==> src/rtl/dmem_arb_pkg.sv <==
// Shared encodings and widths for the DataMemory arbiter.
package dmem_arb_pkg;

  typedef enum logic {
    StIdle  = 1'b0,
    StServe = 1'b1
  } arb_state_e;

  typedef enum logic {
    OwnA = 1'b0,
    OwnB = 1'b1
  } owner_e;

  localparam int unsigned WAIT_W = 4;

endpackage

==> src/rtl/dmem_arb_wait_ctr.sv <==
// Saturating wait counter for port B; flags when the wait has reached MAX_WAIT.
module dmem_arb_wait_ctr
  import dmem_arb_pkg::*;
#(
  parameter int unsigned MAX_WAIT = 4
) (
  input  logic clk_i,
  input  logic rst_ni,
  input  logic inc_i,
  input  logic clr_i,
  output logic ge_max_o
);

  localparam logic [WAIT_W-1:0] MaxWait = WAIT_W'(MAX_WAIT);
  localparam logic [WAIT_W-1:0] CntSat  = {WAIT_W{1'b1}};

  logic [WAIT_W-1:0] cnt_q, cnt_d;

  always_comb begin
    cnt_d = cnt_q;
    if (clr_i) begin
      cnt_d = '0;
    end else if (inc_i && (cnt_q != CntSat)) begin
      cnt_d = cnt_q + 1'b1;
    end
  end

  always_ff @(posedge clk_i or negedge rst_ni) begin
    if (!rst_ni) begin
      cnt_q <= '0;
    end else begin
      cnt_q <= cnt_d;
    end
  end

  assign ge_max_o = (cnt_q >= MaxWait);

endmodule

==> src/rtl/dmem_arbiter.sv <==
// Two-port arbiter in front of the single-port DataMemory: A has priority,
// B is protected from starvation by a bounded wait counter.
module dmem_arbiter
  import dmem_arb_pkg::*;
#(
  parameter int unsigned ADDR_W   = 32,
  parameter int unsigned DATA_W   = 32,
  parameter int unsigned MAX_WAIT = 4
) (
  input  logic              Clk,
  input  logic              Rst_n,
  input  logic              A_Req,
  input  logic              A_We,
  input  logic [ADDR_W-1:0] A_Addr,
  input  logic [DATA_W-1:0] A_Wdata,
  output logic              A_Ack,
  output logic [DATA_W-1:0] A_Rdata,
  input  logic              B_Req,
  input  logic              B_We,
  input  logic [ADDR_W-1:0] B_Addr,
  input  logic [DATA_W-1:0] B_Wdata,
  output logic              B_Ack,
  output logic [DATA_W-1:0] B_Rdata,
  output logic [ADDR_W-1:0] Mem_Addr,
  output logic [DATA_W-1:0] Mem_Data_in,
  output logic              Mem_We,
  input  logic [DATA_W-1:0] Mem_Data_out,
  output logic              Busy,
  output logic              Owner
);

  arb_state_e        state_q, state_d;
  owner_e            owner_q, owner_d;
  logic [ADDR_W-1:0] mem_addr_q, mem_addr_d;
  logic [DATA_W-1:0] mem_wdata_q, mem_wdata_d;
  logic              mem_we_q, mem_we_d;
  logic              a_ack_q, a_ack_d;
  logic              b_ack_q, b_ack_d;
  logic [DATA_W-1:0] a_rdata_q, a_rdata_d;
  logic [DATA_W-1:0] b_rdata_q, b_rdata_d;

  logic a_elig, b_elig;
  logic grant_b;
  logic wait_inc, wait_ge_max;

  // A port that is being acked this cycle is masked so a held Req cannot
  // re-grant immediately; this is what gives the other port its window.
  assign a_elig = A_Req && !a_ack_q;
  assign b_elig = B_Req && !b_ack_q;

  always_comb begin
    state_d     = state_q;
    owner_d     = owner_q;
    mem_addr_d  = mem_addr_q;
    mem_wdata_d = mem_wdata_q;
    mem_we_d    = mem_we_q;
    a_ack_d     = 1'b0;
    b_ack_d     = 1'b0;
    a_rdata_d   = a_rdata_q;
    b_rdata_d   = b_rdata_q;
    grant_b     = 1'b0;

    unique case (state_q)
      StIdle: begin
        if (a_elig || b_elig) begin
          grant_b = b_elig && (!a_elig || wait_ge_max);
          state_d = StServe;
          if (grant_b) begin
            owner_d     = OwnB;
            mem_addr_d  = B_Addr;
            mem_wdata_d = B_Wdata;
            mem_we_d    = B_We;
          end else begin
            owner_d     = OwnA;
            mem_addr_d  = A_Addr;
            mem_wdata_d = A_Wdata;
            mem_we_d    = A_We;
          end
        end
      end
      StServe: begin
        state_d = StIdle;
        if (owner_q == OwnB) begin
          b_ack_d = 1'b1;
          if (!mem_we_q) begin
            b_rdata_d = Mem_Data_out;
          end
        end else begin
          a_ack_d = 1'b1;
          if (!mem_we_q) begin
            a_rdata_d = Mem_Data_out;
          end
        end
      end
      default: state_d = StIdle;
    endcase
  end

  always_ff @(posedge Clk or negedge Rst_n) begin
    if (!Rst_n) begin
      state_q     <= StIdle;
      owner_q     <= OwnA;
      mem_addr_q  <= '0;
      mem_wdata_q <= '0;
      mem_we_q    <= 1'b0;
      a_ack_q     <= 1'b0;
      b_ack_q     <= 1'b0;
      a_rdata_q   <= '0;
      b_rdata_q   <= '0;
    end else begin
      state_q     <= state_d;
      owner_q     <= owner_d;
      mem_addr_q  <= mem_addr_d;
      mem_wdata_q <= mem_wdata_d;
      mem_we_q    <= mem_we_d;
      a_ack_q     <= a_ack_d;
      b_ack_q     <= b_ack_d;
      a_rdata_q   <= a_rdata_d;
      b_rdata_q   <= b_rdata_d;
    end
  end

  // B waits whenever it asks but is neither being served nor about to be.
  assign wait_inc = B_Req && !((state_q == StServe) && (owner_q == OwnB)) && !grant_b;

  dmem_arb_wait_ctr #(
    .MAX_WAIT (MAX_WAIT)
  ) u_wait_ctr (
    .clk_i    (Clk),
    .rst_ni   (Rst_n),
    .inc_i    (wait_inc),
    .clr_i    (grant_b),
    .ge_max_o (wait_ge_max)
  );

  // Gated by state so an asynchronous reset drops the write strobe at once.
  assign Mem_We      = (state_q == StServe) && mem_we_q;
  assign Mem_Addr    = mem_addr_q;
  assign Mem_Data_in = mem_wdata_q;
  assign Busy        = (state_q == StServe);
  assign Owner       = owner_q;
  assign A_Ack       = a_ack_q;
  assign B_Ack       = b_ack_q;
  assign A_Rdata     = a_rdata_q;
  assign B_Rdata     = b_rdata_q;

endmodule

==> config.mk <==
export PLATFORM = sky130hd
export DESIGN_NAME = dmem_arbiter
export DESIGN_NICKNAME = d
export VERILOG_FILES = /design/src/rtl/dmem_arb_pkg.sv /design/src/rtl/dmem_arb_wait_ctr.sv /design/src/rtl/dmem_arbiter.sv
export SDC_FILE = /design/constraint.sdc
export NUM_CORES = 1
export LEC_CHECK = 0
export BUFFER_PORTS_ARGS = -buffer_cell sky130_fd_sc_hd__buf_2
export CORE_ASPECT_RATIO = 0.6
export CORE_MARGIN = 2
export CORE_UTILIZATION = 49
export DETAILED_ROUTE_END_ITERATION = 16
export PLACE_DENSITY = 0.82
export SYNTH_ARGS = -nofsm -noshare
export SYNTH_HDL_FRONTEND = slang
export SYNTH_SLANG_ARGS = --single-unit
==> constraint.sdc <==
create_clock -name Clk -period 2 [get_ports Clk]
set_input_delay 0.4 -clock Clk [delete_from_list [all_inputs] [get_ports Clk]]
set_output_delay 0.4 -clock Clk [all_outputs]
set_load 0.01 [all_outputs]
; ---- Word level (Yosys, flattened, before mapping)
; Index checks and enable logic that the tools add are counted.
; Widths: inputs -> output; s select.
[word_totals]
ff_bits = 137
[op_classes]
n_mux = 14
order_cmp = 1
n_addsub = 1
bitwise = 3
reduce_logical = 19
n_eq_ne = 1
[ops]
columns = cell, n
row1 = $mux 32, 2
row2 = $mux 1, 9
row3 = $logic_and 1x1->1, 8
row4 = $mux 4, 2
row5 = $reduce_and 3->1, 2
row6 = $logic_not 1->1, 5
row7 = $add 4x1->4 const B, 1
row8 = $ge 4x3->1 const B, 1
row9 = $ne 4x4->1 const B, 1
row10 = $not 1->1, 3
row11 = $logic_or 1x1->1, 2
row12 = $pmux 1 s2, 1
row13 = $reduce_and 2->1, 1
row14 = $reduce_bool 2->1, 1

; ---- Depth between registers and ports, before layout
[depth]
word_depth = 12
depth_mapped = 7

; ---- By module
; From an unflattened synthesis, not the netlist that was laid out.
[unflattened]
cells_unflattened = 564
hier_area_um2 = 7193.1
[by_module_without_submodules]
columns = mod, seq_area_each_um2, n_inst, area_each_um2, cells_per_inst
row1 = dmem_arbiter, 3328.2, 1, 6957.9, 543
row2 = dmem_arb_wait_ctr, 100.1, 1, 235.2, 21

; ---- Worst setup path before layout
; No wires, ideal clock.
[synth_timing]
path_kind = flip-flop to output port
start = reg state_q, in the netlist Busy
end = out Mem_We
arrival_time_ns = 1.399
path_stages_with_launch = 5
path_slack_ns = 0.201
path_cell_list = dfrtp_1 buf_2 buf_2 buf_1 and2_1
[synth_via]
elab_chain_cells = 1
[synth_lines]
columns = item, line
row1 = "start, declared", dmem_arbiter.sv:32  ; arb_state_e state_q, state_d;
row2 = "start signal, assigned", dmem_arbiter.sv:101  ; state_q <= StIdle;
row3 = "start signal, assigned", dmem_arbiter.sv:111  ; state_q <= state_d;
row4 = $logic_and 1x1->1, dmem_arbiter.sv:137  ; assign Mem_We = (state_q == StServe) && mem_we_q;
row5 = "end, declared", dmem_arbiter.sv:26  ; output logic Mem_We,
; No other way between the ends.

; ---- Worst setup path in the final report
; Same ends and word-level chain as after synthesis.

==> impl_metrics.yaml <==
power:
  p_per_area_mw_per_mm2: 1670
  leakage_nw: 4.42
  vdd_ir_drop_max_v: 0.000839
logic_synthesis:
  synth_nets: 734
  ys_async_sr_fraction_pct: 100
  synth_ff_type: "dfrtp_1"
  yosysMostFrequentCell: "dfrtp_1"
  synth_area_leaders: "dfrtp_1, a221oi_2, mux2_1"
  synthAdderAreaFrac_pct: 0.177
  synth_area_leader_cell: "dfrtp_1"
  syn_area_mm2: 0.00708
  muxShareOfSynthArea_pct: 10.2
  yosys_register_bits: 137
  ys_warn_count: 0
  yosys.area_share.simple_pct: 9.74
  yosys.area.top_type_share_pct: 48.4
  synth_cells: 567
  synth_top_family_by_area: "compound AO/OA/AOI/OAI gates"
  ys_types: 35
  ys_seq_area_share_pct: 48.4
  avgSynthCellArea_um2: 12.5
  synth_edf_count: 0
  synth_xor_area_share_pct: 0
  synth_compound_area_share_pct: 26.2
  ys_top_cells_by_count: "dfrtp_1, o21ai_0, a2bb2oi_1, and3b_1, mux2_1"
route:
  routed_wl_um: 20900
  antenna_left: 0
  via_per_inst: 5.93
  wl_per_cell_um: 20.0
  drt_iter0_drc: 397
  vias: 6178
  drc: 0
  firstDrtPassIters: 4
critical_path:
  crit_fanout: 22
  critPathBufInv: 2
  crit_required_ps: 1600
  arrival_ps: 1530
  criticalPathCategory: "reg -> out"
  critical-path-max-stage-delay_ps: 480
  crit_path_end_kind: "output port"
  cpMaxStageDelayCell: "dfrtp_4"
  crit_chain: "buf_4 -> and2_1 -> buf_2"
  path_delay_family: "flip-flops"
  start_kind: "flop"
floorplan:
  dieArea_mm2: 0.0155
  die_height_um: 97.1
  io_pins: 299
  die_x_um: 159
  start_util_pct: 51.0
  rows: 33
  core-area_mm2: 0.0139
placement:
  hpwlAfterDp_um: 14300
  gp_congestion: 0.841
  port_buffers: 298
  placedCellCount: 1008
timing:
  rsz0062_at_grt: "no"
  tightestPinTransition_ps: 581
  final.setup.tns_ps: 0
  finalMaxSlewViolations: 0
  fin_hold_ws_ps: 204
  fin_worst_skew_ps: 14.6
  min_period_ps: 1930
  fmax_mhz: 518
  slew_headroom_pct: 61.3
  min_period_over_period_pct: 96.5
  timing_hold_violations_final: 0
  setup_viol: 0
final_layout:
  area_growth_pct: 32.6
  fill_cells: 1062
  drive_above_1_share_pct: 48.4
  nets: 1003
  stdcell_count: 1042
grt:
  grt_first_pass_wirelength_um: 33800
  grt_max_degree: 84
  grt_pass1_vias: 6248
  overflow: 0
  antenna_found_initial: 1
  track_usage_pct: 27.3
clocking:
  clock_latency_ps: 420
  clockBufferDepth: 2
  cts_buffers: 17
  htreeDepth: 4
  cts.clk_slew.worst_paths_ps: 70
  clkSinkCount: 137
  cts-root-buf: "clkbuf_16"
  cts_tree: "yes"
run_status:
  outcome: "completed"
hold_path:
  hold_path_class: "in -> reg"
run:
  drv_cap: 0
-- through the flow --
stage	instance area (um^2)	setup WS, ps	util, %	total power [mW]
6_report	9390	69.1	67.7	15.7
5_1_grt	9390	13.3	67.7	16.7
3_3_place_gp	8770	253	63.2	12.3
4_1_cts	9390	62.7	67.7	15.8
3_5_place_dp	8770	210	63.2	12.5
2_1_floorplan	7080	201	-	9.77
-- worst paths after layout --
check / from / endpoint / slack [ps] / cells past startpoint
worst max register to register: u_wait_ctr.cnt_q[2] / Mem_Addr[1] / 270 / 5
min in group asynchronous: Rst_n / B_Rdata[21] / 390 / 2
worst min register to register: A_Rdata[28] / A_Rdata[28] / 480 / 1
worst min-delay path: Mem_Data_out[12] / A_Rdata[12] / 200 / 2
max in group asynchronous: Rst_n / Busy / 1040 / 3
worst max-delay path: Busy / Mem_We / 70 / 3
-- timing repair --
item | 4_1_cts | 5_1_grt
hold buffers | 1 | 0
hold endpoints to repair | 18 | 0
resized for setup | 0 | 0
setup buffers | 0 | 0
-- worst reg2reg max path, delay by kind of cell (launching register included) --
family | cells | cell delay (ps)
buffers and inverters | 2 | 520
flip-flops | 1 | 390
AO/OA/AOI/OAI | 2 | 390
AND/OR/NAND/NOR | 1 | 350
-- kinds of logic (layout without fill, tap and decap cells) --
family,Yosys count,after routing
muxes,64,64
AOI/OAI and AO/OA,206,206
other,0,1
buffers and inverters,77,359
and+or+nand+nor,82,82
adders and majority gates,1,1
DFF,137,137
-- metal layers --
layer	global-route usage [%]	share of wire (%)	routed length (um)	vias up
li1	-	-	-	2753
met3	7.13	7.5	1570	30
met4	9.65	1.8	382	0
met5	0	0	0	-
met1	37.6	44	9110	3127
met2	42.1	47	9800	268
-- where the power goes --
group          total (mW)  internal, mW  switching, mW  leakage, nW
Combinational        7.50          3.49           4.02         2.54
Sequential           5.03          4.20          0.833         1.58
Clock                3.18          1.70           1.48        0.298
Total                15.7          9.39           6.33         4.42
-- cell type report --
| type | count | area (um^2) | area share, % |
|---|---|---|---|
| well taps | 192 | 240 | 2.56 |
| repair buffers | 323 | 1780 | 18.9 |
| diodes | 1 | 2.50 | 0.0266 |
| inverters | 4 | 15.0 | 0.160 |
| multi-input cells | 353 | 3320 | 35.3 |
| flip-flops and latches | 137 | 3430 | 36.5 |
| clock inverters | 15 | 184 | 1.96 |
| clock buffers | 17 | 425 | 4.53 |
-- registers in the layout (all words and copies together), names as in the netlist --
| register | flops |
|---|---|
| B_Rdata | 32 |
| mem_we_q | 1 |
| Mem_Addr | 32 |
| B_Ack | 1 |
| u_wait_ctr.cnt_q | 4 |
| Busy | 1 |
| Mem_Data_in | 32 |
| A_Rdata | 32 |
| Owner | 1 |
| A_Ack | 1 |
-- cells in the final DEF, fill, tap and decap left out, types with 5 or more instances in the layout --
cell type,count
and3b_1,65
buf_12,7
buf_2,297
buf_4,17
dfrtp_1,136
clkbuf_16,17
a2bb2oi_1,65
a221oi_1,15
mux2_1,64
inv_8,6
clkinv_8,5
o21ai_0,67
a221oi_2,50
(Power assumes the default switching activity.)
